**config.mk**
```make
export PLATFORM = sky130hd
export DESIGN_NAME = cpu_sequencer_flat
export DESIGN_NICKNAME = d
export VERILOG_FILES = /design/src/rtl/cpu_sequencer_pkg.sv /design/src/rtl/cpu_sequencer_if.sv /design/src/rtl/cpu_sequencer.sv /design/src/flat_wrapper.sv
export SDC_FILE = /design/constraint.sdc
export NUM_CORES = 1
export LEC_CHECK = 0
export ABC_CLOCK_PERIOD_IN_PS = 2600
export CAP_MARGIN = 20
export CORE_ASPECT_RATIO = 0.8
export CORE_MARGIN = 2
export CORE_UTILIZATION = 46
export DETAILED_ROUTE_END_ITERATION = 8
export GPL_TIMING_DRIVEN = 0
export PLACE_DENSITY = 0.83
export SKIP_LAST_GASP = 1
export SYNTH_ARGS = -nofsm -noshare
export SYNTH_HDL_FRONTEND = slang
export SYNTH_SLANG_ARGS = --single-unit
```
**constraint.sdc**
```tcl
create_clock -name clk -period 2.6 [get_ports clk]
set_clock_uncertainty 0.2 [all_clocks]
set_input_delay 0.52 -clock clk [delete_from_list [all_inputs] [get_ports clk]]
set_output_delay 0.52 -clock clk [all_outputs]
set_load 0.02 [all_outputs]
```
**src/rtl/cpu_sequencer_pkg.sv**
```systemverilog
// Datapath select codes and opcode values shared by the PDP-8 sequencer and its datapath.
package cpu_sequencer_pkg;

   localparam int unsigned AC_W   = 3;
   localparam int unsigned PC_W   = 3;
   localparam int unsigned SKIP_W = 2;
   localparam int unsigned ADDR_W = 3;
   localparam int unsigned DATA_W = 3;
   localparam int unsigned IOT_W  = 1;
   localparam int unsigned IR_W   = 1;
   localparam int unsigned MA_W   = 2;
   localparam int unsigned MD_W   = 1;

   localparam logic [AC_W-1:0] AC_NONE   = 3'd0;
   localparam logic [AC_W-1:0] AC_AND_MD = 3'd1;
   localparam logic [AC_W-1:0] AC_ADD_MD = 3'd2;
   localparam logic [AC_W-1:0] AC_CLEAR  = 3'd3;
   localparam logic [AC_W-1:0] AC_OPR    = 3'd4;

   localparam logic [PC_W-1:0] PC_NONE = 3'd0;
   localparam logic [PC_W-1:0] PC_INCR = 3'd1;
   localparam logic [PC_W-1:0] PC_MA   = 3'd2;
   localparam logic [PC_W-1:0] PC_MA1  = 3'd3;
   localparam logic [PC_W-1:0] PC_ONE  = 3'd4;

   localparam logic [SKIP_W-1:0] SKIP_NONE     = 2'd0;
   localparam logic [SKIP_W-1:0] SKIP_MD_CLEAR = 2'd1;
   localparam logic [SKIP_W-1:0] SKIP_OPR      = 2'd2;
   localparam logic [SKIP_W-1:0] SKIP_IOT      = 2'd3;

   localparam logic [ADDR_W-1:0] ADDR_NONE = 3'd0;
   localparam logic [ADDR_W-1:0] ADDR_PC   = 3'd1;
   localparam logic [ADDR_W-1:0] ADDR_EA   = 3'd2;
   localparam logic [ADDR_W-1:0] ADDR_MA   = 3'd3;
   localparam logic [ADDR_W-1:0] ADDR_ZERO = 3'd4;

   localparam logic [DATA_W-1:0] DATA_NONE = 3'd0;
   localparam logic [DATA_W-1:0] DATA_AC   = 3'd1;
   localparam logic [DATA_W-1:0] DATA_PC   = 3'd2;
   localparam logic [DATA_W-1:0] DATA_PC1  = 3'd3;
   localparam logic [DATA_W-1:0] DATA_MA   = 3'd4;
   localparam logic [DATA_W-1:0] DATA_MD1  = 3'd5;

   localparam logic [IOT_W-1:0] IOT_NONE  = 1'd0;
   localparam logic [IOT_W-1:0] IOT_PULSE = 1'd1;

   localparam logic [IR_W-1:0] IR_NONE = 1'd0;
   localparam logic [IR_W-1:0] IR_DATA = 1'd1;

   localparam logic [MA_W-1:0] MA_NONE  = 2'd0;
   localparam logic [MA_W-1:0] MA_EA    = 2'd1;
   localparam logic [MA_W-1:0] MA_DATA  = 2'd2;
   localparam logic [MA_W-1:0] MA_DATA1 = 2'd3;

   localparam logic [MD_W-1:0] MD_NONE = 1'd0;
   localparam logic [MD_W-1:0] MD_DATA = 1'd1;

   localparam logic [2:0] OP_AND = 3'd0;
   localparam logic [2:0] OP_TAD = 3'd1;
   localparam logic [2:0] OP_ISZ = 3'd2;
   localparam logic [2:0] OP_DCA = 3'd3;
   localparam logic [2:0] OP_JMS = 3'd4;
   localparam logic [2:0] OP_JMP = 3'd5;
   localparam logic [2:0] OP_IOT = 3'd6;
   localparam logic [2:0] OP_OPR = 3'd7;

endpackage

```
**src/rtl/cpu_sequencer_if.sv**
```systemverilog
// Sequencer <-> datapath/memory bundle: instruction fields and handshake in, selects and strobes out.
interface cpu_sequencer_if;
   import cpu_sequencer_pkg::*;

   logic              run;
   logic              step;
   logic [2:0]        opcode;
   logic              indirect;
   logic              ea_auto;
   logic              int_req;
   logic              ion;
   logic              mem_valid;

   logic [AC_W-1:0]   sel_ac;
   logic [PC_W-1:0]   sel_pc;
   logic [SKIP_W-1:0] sel_skip;
   logic [ADDR_W-1:0] sel_addr;
   logic [DATA_W-1:0] sel_data;
   logic [IOT_W-1:0]  sel_iot;
   logic [IR_W-1:0]   sel_ir;
   logic [MA_W-1:0]   sel_ma;
   logic [MD_W-1:0]   sel_md;
   logic              mem_read;
   logic              mem_write;
   logic              halted;
   logic              fault;
   logic              int_ack;
   logic [3:0]        state_o;

   modport master (
      input  run, step, opcode, indirect, ea_auto, int_req, ion, mem_valid,
      output sel_ac, sel_pc, sel_skip, sel_addr, sel_data, sel_iot, sel_ir, sel_ma, sel_md,
      output mem_read, mem_write, halted, fault, int_ack, state_o
   );

   modport slave (
      output run, step, opcode, indirect, ea_auto, int_req, ion, mem_valid,
      input  sel_ac, sel_pc, sel_skip, sel_addr, sel_data, sel_iot, sel_ir, sel_ma, sel_md,
      input  mem_read, mem_write, halted, fault, int_ack, state_o
   );

endinterface

```
**src/rtl/cpu_sequencer.sv**
```systemverilog
// PDP-8 style major-state sequencer: walks fetch/defer/execute/interrupt states and
// drives combinational datapath selects and memory strobes, with a memory-wait watchdog.
module cpu_sequencer
   import cpu_sequencer_pkg::*;
#(
   parameter int unsigned MEM_TIMEOUT = 15,
   parameter int unsigned AUTOINDEX   = 1,
   parameter int unsigned INTERRUPTS  = 1
) (
   input logic            clk,
   input logic            reset,
   cpu_sequencer_if.master bus
);

   localparam int unsigned CW = (MEM_TIMEOUT > 0) ? $clog2(MEM_TIMEOUT + 1) : 1;
   localparam int unsigned TW = CW + 1;

   typedef enum logic [3:0] {
      S_HALT    = 4'd0,
      S_FETCH   = 4'd1,
      S_DECODE  = 4'd2,
      S_IND     = 4'd3,
      S_AUTOINC = 4'd4,
      S_EXEC    = 4'd5,
      S_EXEC2   = 4'd6,
      S_INT     = 4'd7,
      S_FAULT   = 4'd8
   } state_e;

   state_e        state;
   state_e        state_next;
   logic [CW-1:0] wait_cnt;
   logic [TW-1:0] wait_inc;
   logic          rd;
   logic          wr;
   logic          done;

   assign wait_inc      = {1'b0, wait_cnt} + TW'(1);
   assign bus.mem_read  = rd;
   assign bus.mem_write = wr;
   assign bus.state_o   = state;

   // Wait counter saturates so a zero count only ever means "first cycle in this state".
   always_ff @(posedge clk) begin
      if (reset) begin
         state    <= S_HALT;
         wait_cnt <= '0;
      end else begin
         state <= state_next;
         if (state_next != state) begin
            wait_cnt <= '0;
         end else if ((rd || wr) && !bus.mem_valid && wait_cnt != '1) begin
            wait_cnt <= wait_cnt + CW'(1);
         end
      end
   end

   always_comb begin
      state_next   = state;
      rd           = 1'b0;
      wr           = 1'b0;
      done         = 1'b0;
      bus.sel_ac   = AC_NONE;
      bus.sel_pc   = PC_NONE;
      bus.sel_skip = SKIP_NONE;
      bus.sel_addr = ADDR_NONE;
      bus.sel_data = DATA_NONE;
      bus.sel_iot  = IOT_NONE;
      bus.sel_ir   = IR_NONE;
      bus.sel_ma   = MA_NONE;
      bus.sel_md   = MD_NONE;
      bus.halted   = 1'b0;
      bus.fault    = 1'b0;
      bus.int_ack  = 1'b0;

      case (state)
         S_HALT: begin
            bus.halted = 1'b1;
            if (bus.run) state_next = S_FETCH;
         end
         S_FETCH: begin
            if (INTERRUPTS != 0 && wait_cnt == '0 && bus.int_req && bus.ion) begin
               state_next = S_INT;
            end else begin
               rd           = 1'b1;
               bus.sel_addr = ADDR_PC;
               bus.sel_ir   = IR_DATA;
               if (bus.mem_valid) state_next = S_DECODE;
            end
         end
         S_DECODE: begin
            if (bus.opcode == OP_IOT || bus.opcode == OP_OPR) begin
               state_next = S_EXEC;
            end else if (bus.indirect) begin
               state_next = S_IND;
            end else begin
               bus.sel_ma = MA_EA;
               state_next = S_EXEC;
            end
         end
         S_IND: begin
            rd           = 1'b1;
            bus.sel_addr = ADDR_EA;
            bus.sel_ma   = MA_DATA;
            if (bus.mem_valid) state_next = (AUTOINDEX != 0 && bus.ea_auto) ? S_AUTOINC : S_EXEC;
         end
         S_AUTOINC: begin
            wr           = 1'b1;
            bus.sel_addr = ADDR_EA;
            bus.sel_data = DATA_MA;
            bus.sel_ma   = MA_DATA1;
            if (bus.mem_valid) state_next = S_EXEC;
         end
         S_EXEC: begin
            case (bus.opcode)
               OP_AND, OP_TAD, OP_ISZ: begin
                  rd           = 1'b1;
                  bus.sel_addr = ADDR_MA;
                  bus.sel_md   = MD_DATA;
                  if (bus.mem_valid) state_next = S_EXEC2;
               end
               OP_DCA: begin
                  wr           = 1'b1;
                  bus.sel_addr = ADDR_MA;
                  bus.sel_data = DATA_AC;
                  if (bus.mem_valid) begin
                     bus.sel_ac = AC_CLEAR;
                     bus.sel_pc = PC_INCR;
                     done       = 1'b1;
                  end
               end
               OP_JMS: begin
                  wr           = 1'b1;
                  bus.sel_addr = ADDR_MA;
                  bus.sel_data = DATA_PC1;
                  if (bus.mem_valid) begin
                     bus.sel_pc = PC_MA1;
                     done       = 1'b1;
                  end
               end
               OP_JMP: begin
                  bus.sel_pc = PC_MA;
                  done       = 1'b1;
               end
               OP_IOT: begin
                  bus.sel_iot  = IOT_PULSE;
                  bus.sel_skip = SKIP_IOT;
                  bus.sel_pc   = PC_INCR;
                  done         = 1'b1;
               end
               default: begin
                  bus.sel_ac   = AC_OPR;
                  bus.sel_skip = SKIP_OPR;
                  bus.sel_pc   = PC_INCR;
                  done         = 1'b1;
               end
            endcase
         end
         S_EXEC2: begin
            case (bus.opcode)
               OP_AND: begin
                  bus.sel_ac = AC_AND_MD;
                  bus.sel_pc = PC_INCR;
                  done       = 1'b1;
               end
               OP_TAD: begin
                  bus.sel_ac = AC_ADD_MD;
                  bus.sel_pc = PC_INCR;
                  done       = 1'b1;
               end
               OP_ISZ: begin
                  wr           = 1'b1;
                  bus.sel_addr = ADDR_MA;
                  bus.sel_data = DATA_MD1;
                  if (bus.mem_valid) begin
                     bus.sel_skip = SKIP_MD_CLEAR;
                     bus.sel_pc   = PC_INCR;
                     done         = 1'b1;
                  end
               end
               default: done = 1'b1;
            endcase
         end
         S_INT: begin
            bus.int_ack  = (INTERRUPTS != 0) && (wait_cnt == '0);
            wr           = 1'b1;
            bus.sel_addr = ADDR_ZERO;
            bus.sel_data = DATA_PC;
            if (bus.mem_valid) begin
               bus.sel_pc = PC_ONE;
               state_next = S_FETCH;
            end
         end
         S_FAULT: begin
            bus.fault  = 1'b1;
            bus.halted = 1'b1;
         end
         default: state_next = S_HALT;
      endcase

      if (done) state_next = bus.step ? S_HALT : S_FETCH;

      // A valid handshake on the last allowed wait cycle wins over the timeout.
      if (MEM_TIMEOUT != 0 && (rd || wr) && !bus.mem_valid && wait_inc == TW'(MEM_TIMEOUT)) begin
         state_next = S_FAULT;
      end
   end

endmodule
```
**src/flat_wrapper.sv**
```systemverilog
// flat-port wrapper written by rule: the top's interface ports become plain ports
module cpu_sequencer_flat import cpu_sequencer_pkg::*;
#(
   parameter int unsigned MEM_TIMEOUT = 15,
   parameter int unsigned AUTOINDEX   = 1,
   parameter int unsigned INTERRUPTS  = 1
)
  (clk, reset, bus_run, bus_step, bus_opcode, bus_indirect, bus_ea_auto, bus_int_req, bus_ion, bus_mem_valid, bus_sel_ac, bus_sel_pc, bus_sel_skip, bus_sel_addr, bus_sel_data, bus_sel_iot, bus_sel_ir, bus_sel_ma, bus_sel_md, bus_mem_read, bus_mem_write, bus_halted, bus_fault, bus_int_ack, bus_state_o);
  cpu_sequencer_if bus_i ();
  input logic clk;
  input logic reset;
  input wire logic [$bits(bus_i.run)-1:0] bus_run;
  input wire logic [$bits(bus_i.step)-1:0] bus_step;
  input wire logic [$bits(bus_i.opcode)-1:0] bus_opcode;
  input wire logic [$bits(bus_i.indirect)-1:0] bus_indirect;
  input wire logic [$bits(bus_i.ea_auto)-1:0] bus_ea_auto;
  input wire logic [$bits(bus_i.int_req)-1:0] bus_int_req;
  input wire logic [$bits(bus_i.ion)-1:0] bus_ion;
  input wire logic [$bits(bus_i.mem_valid)-1:0] bus_mem_valid;
  output wire logic [$bits(bus_i.sel_ac)-1:0] bus_sel_ac;
  output wire logic [$bits(bus_i.sel_pc)-1:0] bus_sel_pc;
  output wire logic [$bits(bus_i.sel_skip)-1:0] bus_sel_skip;
  output wire logic [$bits(bus_i.sel_addr)-1:0] bus_sel_addr;
  output wire logic [$bits(bus_i.sel_data)-1:0] bus_sel_data;
  output wire logic [$bits(bus_i.sel_iot)-1:0] bus_sel_iot;
  output wire logic [$bits(bus_i.sel_ir)-1:0] bus_sel_ir;
  output wire logic [$bits(bus_i.sel_ma)-1:0] bus_sel_ma;
  output wire logic [$bits(bus_i.sel_md)-1:0] bus_sel_md;
  output wire logic [$bits(bus_i.mem_read)-1:0] bus_mem_read;
  output wire logic [$bits(bus_i.mem_write)-1:0] bus_mem_write;
  output wire logic [$bits(bus_i.halted)-1:0] bus_halted;
  output wire logic [$bits(bus_i.fault)-1:0] bus_fault;
  output wire logic [$bits(bus_i.int_ack)-1:0] bus_int_ack;
  output wire logic [$bits(bus_i.state_o)-1:0] bus_state_o;
  assign bus_i.run = bus_run;
  assign bus_i.step = bus_step;
  assign bus_i.opcode = bus_opcode;
  assign bus_i.indirect = bus_indirect;
  assign bus_i.ea_auto = bus_ea_auto;
  assign bus_i.int_req = bus_int_req;
  assign bus_i.ion = bus_ion;
  assign bus_i.mem_valid = bus_mem_valid;
  assign bus_sel_ac = bus_i.sel_ac;
  assign bus_sel_pc = bus_i.sel_pc;
  assign bus_sel_skip = bus_i.sel_skip;
  assign bus_sel_addr = bus_i.sel_addr;
  assign bus_sel_data = bus_i.sel_data;
  assign bus_sel_iot = bus_i.sel_iot;
  assign bus_sel_ir = bus_i.sel_ir;
  assign bus_sel_ma = bus_i.sel_ma;
  assign bus_sel_md = bus_i.sel_md;
  assign bus_mem_read = bus_i.mem_read;
  assign bus_mem_write = bus_i.mem_write;
  assign bus_halted = bus_i.halted;
  assign bus_fault = bus_i.fault;
  assign bus_int_ack = bus_i.int_ack;
  assign bus_state_o = bus_i.state_o;
  cpu_sequencer #(.MEM_TIMEOUT(MEM_TIMEOUT), .AUTOINDEX(AUTOINDEX), .INTERRUPTS(INTERRUPTS)) u_core (.clk(clk), .reset(reset), .bus(bus_i));
endmodule
```
==> key figures, run 1 <==
STA
  – Slew HR: roughly three quarters
  – F_max: 0.391 GHz
  – Setup_tns: 0 ns
  – Setup violations, final: 0
  – Max-slew violation count: 0
  – Fin crit period: ~2.6 ns
  – Unrepaired setup endpoints after global routing: true
  – Fin. Hold Viols: 0
  – Post-route setup slack: around 0.042 ns
  – Period utilization: between 90% and 100%
  – Worst-margin pin slew: about 0.40 ns

Drt
  – WL/cell: ~15 um
  – Routed wire length: about 3500 um
  – Initial drt markers: 70
  – Residual DRC: 0
  – Via density: 5.79
  – Detailed-route via count: between 1000 and 1500
  – Antenna viol nets, final: 0
  – TritonRoute pass-1 iters: 4

Logic synthesis
  – Largest family of logic cells by synthesized area: simple AND/OR/NAND/NOR gates
  – Avg Inst Size Synth: 7.29 um^2
  – Xor/xnor share of the synthesized area: under 10%
  – Yosys warns: 0
  – Post-synthesis cell type count: 57
  – Area share of and/or/nand/nor cells after synthesis: 36.4%
  – Register area share after synthesis: between 10% and 20%
  – Mux cell area share after synthesis: 5.33%
  – Yosys reg bits: 8
  – Synth Area in Compound Gates: about 29%
  – Asr flop ratio synth: 0%
  – Cells after synthesis: 161
  – EDFF count, synth: 0
  – Synthesized cell area: between 1000 and 1500 um^2
  – Ys flop type: dfxtp_1
  – Syn Nets: ~180
  – Adder and majority gate portion of the synthesized area: under 10%

Cells and area
  – Share of cells above drive strength 1: 27.6%
  – Cell area after layout: roughly 1600 um^2
  – Post-layout util: 67.2%
  – Area grow syn2layout: 39.9%
  – Number of diodes: 0
  – Fillers: approximately 240
  – Fin nets: approximately 220

Clock tree
  – Clock sinks: 8
  – Clock H-tree levels: 1
  – Clock Pin Slew Worst Setup and Hold Paths: around 0.050 ns
  – Setup Fix Bufs, Post-CTS: 0
  – CTS Root Cell: clkbuf_4
  – Deepest clock path buffer count: 2
  – TritonCTS Buffers: 3
  – CTS tree: yes
  – # hold bufs at CTS: 0
  – Worst skew pair latency: approximately 0.25 ns

Floorplanning
  – IO Pins: 40
  – Die Y: 49.2 um
  – Rows: 16
  – Die Area: slightly below 3000 um^2
  – DIE WIDTH: 60.5 um
  – Core Area: roughly 2400 um^2
  – Initial core utilization: 48.1%

Global route
  – Met3 usage: under 10%
  – Met1 GRT Util: 33.1%
  – Vias in the first global route: about 1300
  – Busiest grt layer: met2
  – Total Routing Usage GR: 24.2%
  – Largest net degree at the start of global routing: 19
  – M2 GR Usage: around 40%
  – First-pass GRT wire length: 5640 um
  – Initial antenna violation count: 0
  – Congestion Overflow GR: 0

Critical path
  – Startpoint types: flop
  – Crit path kind: reg -> out
  – Data arrival, critical path: 1.84 ns
  – Critical Path End Type: output port
  – CP Data Required Time: roughly 1.9 ns
  – Reg-to-reg startpoint: u_core.wait_cnt[0]
  – Worst Setup SP: u_core.bus.state_o[3]
  – Setup slack, reg-to-reg: ~0.26 ns
  – Crit path max fanout: 9

Worst hold path
  – Hold Crit Class: reg -> reg
  – HP Start: u_core.wait_cnt[1]

Place
  – Placed Area: around 1600 um^2
  – Worst slack, placed: -0.633 ns
  – DP Wirelength: roughly 2600 um
  – Buffers on Ports: 36
  – RePlAce Congestion: between 0.8 and 0.9

Power and ir drop
  – Pwr dens: 707 nW/um^2
  – Max VDD drop: ~0.59 mV
  – Leakage power: between 0.0008 and 0.0009 uW

Status
  – Run status: complete, no violations

Job
  – Max-Cap Viols: 0
[cells by family after synthesis]
kind of cell | count (synthesis)
fa+ha+maj | 3
flops | 8
buf+inv | 23
xor+xnor | 3
simple gates | 73
mux | 6
compound gates | 45
[where the power goes]
part	internal, uW	total [uW]	leakage [uW]	switching (uW)
Clock	52.7	92.6	0.0000138	39.9
Combinational	356	864	0.000733	507
Sequential	152	205	0.0000679	52.6
[what timing repair did]
action                                  4_1_cts  5_1_grt
endpoints found under the setup margin       23       19
pin swaps                                     0        0
gates resized for setup                      44       30
gates cloned                                  0        0
[metal layers]
metal  wire (um)  vias to the layer above
met2        1650                       61
met1        1620                      630
met4          29                        0
li1            -                      665
met3         207                        4
met5           0                        -
[worst max-delay path, cell delays in order, from the launching register on]
cell       delay, ns
dfxtp_2         0.35
and2b_1         0.17
buf_4           0.17
and2_2          0.22
a41oi_2         0.19
a2bb2oi_2       0.20
o21ai_0         0.11
buf_2           0.18
[worst paths after layout]
check | endpoint | cells past startpoint
worst max register to register | u_core.wait_cnt[0] | 8
worst max-delay path | bus_sel_addr[1] | 7
worst min-delay path | u_core.wait_cnt[1] | 2
worst min register to register | u_core.wait_cnt[1] | 2
[placed cells by master, fill, tap and decap left out, drive strengths merged, types with 9 or more instances in the layout]
master         instances
o21ai                  9
nand2                 10
inv                   11
buf                   11
clkbuf                10
clkdlybuf4s50         12
nor2                  19
[registers in the layout, indices dropped and copies added, names as in the netlist]
register / cells
u_core.bus.state_o: 4
u_core.wait_cnt: 4
[synthesized netlist by cell type (4+ instances only)]
| library cell | count | area, um^2 |
|---|---|---|
| nand2b_1 | 5 | 31.3 |
| mux2i_1 | 4 | 40.0 |
| a211oi_1 | 4 | 30.0 |
| o21ai_0 | 8 | 40.0 |
| nor4_1 | 6 | 37.5 |
| clkbuf_1 | 4 | 15.0 |
| a21oi_1 | 8 | 40.0 |
| nand2_1 | 9 | 33.8 |
| dfxtp_1 | 8 | 160 |
| nor2_1 | 19 | 71.3 |
| nor3_1 | 7 | 35.0 |
| nand3_1 | 4 | 20.0 |
| inv_1 | 10 | 37.5 |
| buf_2 | 4 | 20.0 |
[layout make-up]
| cell class | count | area [um^2] | area share, % |
|---|---|---|---|
| multi-input cells | 130 | 947 | 57.7 |
| repair buffers | 36 | 338 | 20.6 |
| flip-flops and latches | 8 | 170 | 10.4 |
| plain buffers | 11 | 77.6 | 4.73 |
| well taps | 36 | 45.0 | 2.74 |
| inverters | 11 | 41.3 | 2.52 |
| clock buffers | 3 | 22.5 | 1.37 |
[through the flow]
stage	hold slack, ns	total power, uW	instances
after floorplan	0.345	757	161
after global placement	0.397	1030	233
after detailed placement	0.405	1050	233
after CTS	0.375	1160	235
after global routing	0.433	1230	235
final	0.370	1160	235
(Power assumes the default switching activity.)
==> run 2: changes to the inputs <==
--- a/config.mk
+++ b/config.mk
@@ -5,7 +5,6 @@
 export SDC_FILE = /design/constraint.sdc
 export NUM_CORES = 1
 export LEC_CHECK = 0
-export ABC_CLOCK_PERIOD_IN_PS = 2600
 export CAP_MARGIN = 20
 export CORE_ASPECT_RATIO = 0.8
 export CORE_MARGIN = 2
@@ -13,6 +12,7 @@
 export DETAILED_ROUTE_END_ITERATION = 8
 export GPL_TIMING_DRIVEN = 0
 export PLACE_DENSITY = 0.83
+export RECOVER_POWER = 100
 export SKIP_LAST_GASP = 1
 export SYNTH_ARGS = -nofsm -noshare
 export SYNTH_HDL_FRONTEND = slang
==> run 2 against run 1 <==
Wire length about the same; final cell count unchanged; design area unchanged; sequential cell count unchanged; worst setup slack improved by 0.00059 ns; via count unchanged; global-route usage unchanged; non-clock buffer count unchanged; first-iteration DRC count unchanged; core utilization unchanged; critical endpoint unchanged; largest cell class unchanged; highest routed layer unchanged.
==> key figures, run 2 (same netlist as run 1, synthesis figures left out) <==
STA
  – Setup violations, final: 0 (unchanged)
  – Unrepaired setup endpoints after global routing: true (unchanged)
  – F_max: 0.391 GHz (about the same)
  – Slew HR: 73.2% (about the same)
  – Period utilization: 98.4% (about the same)
  – Fin. Hold Viols: 0 (unchanged)
  – Max-slew violation count: 0 (unchanged)
  – Worst-margin pin slew: 0.401 ns (about the same)
  – Setup_tns: 0 ns (unchanged)
  – Fin crit period: 2.56 ns (about the same)

Critical path
  – Crit path kind: reg -> out (unchanged)
  – Startpoint types: flop (unchanged)
  – CP Data Required Time: 1.88 ns (about the same)
  – Crit path max fanout: 9 (unchanged)
  – Critical Path End Type: output port (unchanged)
  – Data arrival, critical path: 1.84 ns (about the same)
  – Setup slack, reg-to-reg: 0.26 ns (about the same)

Global route
  – Largest net degree at the start of global routing: 19 (unchanged)
  – Total Routing Usage GR: 24.2% (unchanged)
  – Congestion Overflow GR: 0 (unchanged)
  – First-pass GRT wire length: 5640 um (unchanged)
  – Vias in the first global route: 1272 (unchanged)
  – Initial antenna violation count: 0 (unchanged)

Power and ir drop
  – Max VDD drop: 0.594 mV (unchanged)
  – Overall power: 1160 uW (unchanged)
  – Pwr dens: 707 nW/um^2 (unchanged)
  – Leakage power: 0.000818 uW (was 0.000815 uW)

Clock tree
  – Clock H-tree levels: 1 (unchanged)
  – Deepest clock path buffer count: 2 (unchanged)
  – Clock Pin Slew Worst Setup and Hold Paths: 0.05 ns (about the same)
  – Clock sinks: 8 (unchanged)
  – TritonCTS Buffers: 3 (unchanged)
  – CTS tree: yes (unchanged)
  – Setup Fix Bufs, Post-CTS: 0 (unchanged)
  – CTS resizes: 44 (unchanged)
  – CTS Root Cell: clkbuf_4 (unchanged)
  – # hold bufs at CTS: 0 (unchanged)
  – Worst skew pair latency: 0.25 ns (about the same)

Floorplanning
  – Die Area: 2970 um^2 (unchanged)
  – Core Area: 2440 um^2 (unchanged)
  – DIE WIDTH: 60.5 um (unchanged)
  – Initial core utilization: 48.1% (unchanged)
  – IO Pins: 40 (unchanged)
  – Rows: 16 (unchanged)
  – Die Y: 49.2 um (unchanged)

Cells and area
  – Commonest non-fill, non-tap cell in the layout: nor2_1 (unchanged)
  – Commonest cells after routing, fill and taps aside: nor2_1 (18), clkdlybuf4s50_1 (11), inv_1 (9) (was nor2_1 (18), clkdlybuf4s50_1 (12), inv_1 (9))
  – Area grow syn2layout: 39.9% (unchanged)
  – Number of diodes: 0 (unchanged)
  – Fin nets: 216 (unchanged)
  – Post-layout util: 67.2% (unchanged)
  – Share of cells above drive strength 1: 27.6% (unchanged)
  – Fillers: 238 (unchanged)

Drt
  – Met1 wire length: 1620 um (about the same)
  – Routed wire length: 3510 um (about the same)
  – Metal2 WL: 1650 um (unchanged)
  – Via density: 5.79 (unchanged)
  – Residual DRC: 0 (unchanged)
  – WL/cell: 14.9 um (about the same)
  – Initial drt markers: 70 (unchanged)
  – DR WL met3: 207 um (unchanged)
  – Antenna viol nets, final: 0 (unchanged)
  – TritonRoute pass-1 iters: 4 (unchanged)
  – Highest metal used: met4 (unchanged)
  – Detailed-route via count: 1360 (unchanged)

Job
  – Max-Cap Viols: 0 (unchanged)

Place
  – Buffers on Ports: 36 (unchanged)
  – DP Wirelength: 2610 um (unchanged)
  – RePlAce Congestion: 0.876 (unchanged)

Status
  – Run status: complete, no violations (unchanged)

Worst hold path
  – Hold Crit Class: reg -> reg (unchanged)
run 2: path summary, 6_finish.rpt:
check / start / end / depth (start not counted)
worst max-delay path: u_core.bus.state_o[2] / bus_sel_addr[1] / 7
worst min-delay path: u_core.wait_cnt[1] / u_core.wait_cnt[1] / 2
worst max register to register: u_core.wait_cnt[0] / u_core.wait_cnt[0] / 8
worst min register to register: u_core.wait_cnt[1] / u_core.wait_cnt[1] / 2
run 2: area by class of cell:
type                       count  area [um^2]  share of cell area (%)
timing repair buffer          36          338                    20.6
sequential                     8          170                    10.4
clock buffer                   3         22.5                    1.37
tap                           36         45.0                    2.74
buffer                        11         77.6                    4.73
inverter                      11         41.3                    2.52
multi-input combinational    130          947                    57.7
run 2: power breakdown:
part / switching [uW] / internal (uW)
sequential: 52.6 / 152
clock: 39.9 / 52.7
combinational: 507 / 356
run 2: metal layers:
metal,GRT usage [%],up-vias
met2,39.7,61
met3,3.98,4
met4,5.43,0
met5,0,-
met1,33.1,630
li1,-,665
run 2: per-stage QoR:
stage               hold slack (ns)  std cells  setup slack, ns  area, um^2
floorplan                     0.345        161          0.00236        1170
global placement              0.397        233           -0.609        1580
detailed placement            0.405        233           -0.633        1580
CTS                           0.375        235           -0.151        1630
global route                  0.433        235          -0.0482        1640
finish                        0.370        235           0.0422        1640
run 2: critical path, cell delays in order (launching register included):
cell	delay, ns
dfxtp_2	0.36
and2b_1	0.16
buf_4	0.17
and2_2	0.22
a41oi_2	0.19
a2bb2oi_2	0.20
o21ai_0	0.11
buf_2	0.18
==> run 3: changes to the inputs <==
==> constraint.sdc (replaced) <==
create_clock -name clk -period 2.5 [get_ports clk]
set_clock_uncertainty 0.2 [all_clocks]
set_input_delay 0.5 -clock clk [delete_from_list [all_inputs] [get_ports clk]]
set_output_delay 0.5 -clock clk [all_outputs]
set_load 0.02 [all_outputs]
==> run 3 against run 2 <==
The run now ends with setup timing left; first-iteration DRC count up 20%; global-route usage up 0.76 points; worst hold slack better by 0.0040 ns; die area unchanged; combinational power up 8.3%; sequential share of layout area up 0.17 points; clock power up 6.8%; total power up 7.3%; sequential power up 3%; worst setup slack worse by 0.10 ns; core utilization up 0.87 points; wire length up 2.9%.
==> key figures, run 3 (same netlist as run 1, synthesis figures left out) <==
Clock tree
  – TritonCTS Buffers: 3 (unchanged)
  – Clock sinks: 8 (unchanged)
  – Deepest clock path buffer count: 2 (unchanged)
  – Clock H-tree levels: 1 (unchanged)
  – CTS Root Cell: clkbuf_4 (unchanged)
  – CTS tree: yes (unchanged)
  – # hold bufs at CTS: 0 (unchanged)
  – Worst skew pair latency: 0.26 ns (was 0.25 ns)
  – Clock Pin Slew Worst Setup and Hold Paths: 0.05 ns (about the same)

Power and ir drop
  – Pwr dens: 749 nW/um^2 (was 707 nW/um^2)
  – Max VDD drop: 0.594 mV (about the same)
  – Overall power: 1250 uW (was 1160 uW)
  – Leakage power: 0.000728 uW (was 0.000818 uW)

Critical path
  – Startpoint types: flop (unchanged)
  – Setup slack, reg-to-reg: 0.04 ns (was 0.26 ns)
  – CP Data Required Time: 1.80 ns (was 1.88 ns)
  – Register-to-Register Path Depth: 9 (was 8)
  – R2R Path End: u_core.wait_cnt[0] (unchanged)
  – Worst Setup SP: u_core.bus.state_o[2] (unchanged)
  – Reg-to-reg startpoint: u_core.wait_cnt[0] (unchanged)
  – Crit path kind: reg -> out (unchanged)
  – Crit path max fanout: 10 (was 9)
  – Critical path's slowest cell: clkdlybuf4s50_1 (was dfxtp_2)
  – Critical path, cell by cell: buf_2 -> nor3_2 -> nand2_1 -> inv_1 -> clkdlybuf4s50_1 (was and2b_1 -> buf_4 -> and2_2 -> a41oi_2 -> a2bb2oi_2 -> o21ai_0 -> buf_2)
  – Data arrival, critical path: 1.86 ns (was 1.84 ns)
  – Critical Path End Type: output port (unchanged)
  – Crit-path max cell delay: 0.59 ns (was 0.36 ns)

Floorplanning
  – DIE WIDTH: 60.5 um (unchanged)
  – Die Y: 49.2 um (unchanged)
  – Core Area: 2440 um^2 (unchanged)
  – Initial core utilization: 48.1% (unchanged)
  – Rows: 16 (unchanged)
  – Die Area: 2970 um^2 (unchanged)
  – IO Pins: 40 (unchanged)

Drt
  – Detailed-route via count: 1395 (was 1360)
  – Antenna viol nets, final: 0 (unchanged)
  – WL/cell: 15.1 um (was 14.9 um)
  – Via density: 5.84 (was 5.79)
  – Routed wire length: 3610 um (was 3510 um)
  – Initial drt markers: 84 (was 70)
  – Residual DRC: 0 (unchanged)
  – TritonRoute pass-1 iters: 4 (unchanged)

STA
  – Period utilization: 102%
  – Worst-margin pin slew: 0.468 ns (was 0.401 ns)
  – Max-slew violation count: 0 (unchanged)
  – Unrepaired setup endpoints after global routing: true (unchanged)
  – Hold Slack: 0.374 ns (was 0.370 ns)
  – Fin crit period: 2.56 ns
  – Slew HR: 68.8% (was 73.2%)
  – Setup violations, final: 1 (was 0)
  – Fin. Hold Viols: 0 (unchanged)
  – F_max: about 0.39 GHz
  – Post-route setup slack: -0.0614 ns (was 0.0422 ns)

Global route
  – Largest net degree at the start of global routing: 11 (was 19)
  – Total Routing Usage GR: 25.0% (was 24.2%)
  – Initial antenna violation count: 0 (unchanged)
  – Congestion Overflow GR: 0 (unchanged)
  – Vias in the first global route: 1314 (was 1272)
  – First-pass GRT wire length: 5730 um (was 5640 um)

Cells and area
  – Cell area after layout: 1660 um^2 (was 1640 um^2)
  – Number of diodes: 0 (unchanged)
  – Share of cells above drive strength 1: 31.0% (was 27.6%)
  – Fillers: 234 (was 238)
  – Fin nets: 220 (was 216)
  – Area of the multi-input gates: 945 um^2 (was 947 um^2)
  – Commonest cells after routing, fill and taps aside: nor2_1 (17), clkdlybuf4s50_1 (10), dlygate4sd2_1 (10) (was nor2_1 (18), clkdlybuf4s50_1 (11), inv_1 (9))
  – Layout Cells excl Fill: 239 (was 235)
  – Commonest non-fill, non-tap cell in the layout: nor2_1 (unchanged)
  – FF+latch area: 175 um^2 (was 170 um^2)
  – Post-layout util: 68.1% (was 67.2%)
  – Area grow syn2layout: 41.7% (was 39.9%)

Job
  – Max-Cap Viols: 0 (unchanged)

Place
  – DP Wirelength: 2670 um (was 2610 um)
  – RePlAce Congestion: 0.868 (was 0.876)
  – Placed Area: 1580 um^2 (about the same)
  – Placed Cells: 233 (unchanged)
  – Buffers on Ports: 36 (unchanged)

Worst hold path
  – HP Start: u_core.wait_cnt[1] (unchanged)
  – WHS Path Cells: 2 (unchanged)
  – Worst Hold End: u_core.wait_cnt[1] (unchanged)
  – Hold Crit Class: reg -> reg (unchanged)

Status
  – Violated checks: setup timing
  – Run status: finished, violations left (was complete, no violations)
## run 3: report_power, final
part / internal (uW) / switching [uW]
combinational: 394 / 542
sequential: 161 / 50.2
clock: 54.9 / 44.0
## run 3: per-layer routing
layer  vias up  global-route usage [%]  share of wire (%)
met4         0                    8.33                1.1
met2        59                    39.5                 49
met5         -                       0                  0
met3         8                    5.31                6.4
li1        670                       -                  -
met1       658                    33.4                 44
## run 3: critical path: cells and delay by family (launching register included)
family / cells / cell delay (ns)
simple gates: 2 / 0.38
flops: 1 / 0.36
buf+inv: 3 / 0.86
## run 3: final cells by class
| cell class | count | area share (%) |
|---|---|---|
| Timing Repair Buffer | 39 | 20.8 |
| Buffer | 12 | 5.19 |
| Inverter | 11 | 2.63 |
| Tap cell | 36 | 2.71 |
| Multi-Input combinational cell | 130 | 56.8 |
| Sequential cell | 8 | 10.5 |
| Clock buffer | 3 | 1.35 |
## run 3: repair_timing
| action | CTS | global route |
|---|---|---|
| pin swaps | 0 | 2 |
| buffers inserted | 0 | 3 |
| resized for setup | 63 | 30 |
| setup endpoints to repair | 24 | 15 |
## run 3: through the flow
stage | setup slack (ns) | setup TNS [ns]
floorplan | 0.125 | 0
global placement | -0.684 | -7.65
detailed placement | -0.725 | -8.74
CTS | -0.168 | -0.419
global route | -0.173 | -0.575
finish | -0.0614 | -0.0614
## run 3: how the worst max path moves through the flow
stage / to / slack [ns]
2_1_floorplan: bus_sel_skip[0] / 0.12
4_1_cts: bus_fault / -0.17
6_report: bus_fault / -0.06
3_5_place_dp: bus_sel_addr[1] / -0.73
5_1_grt: bus_fault / -0.17
3_3_place_gp: bus_sel_addr[1] / -0.68
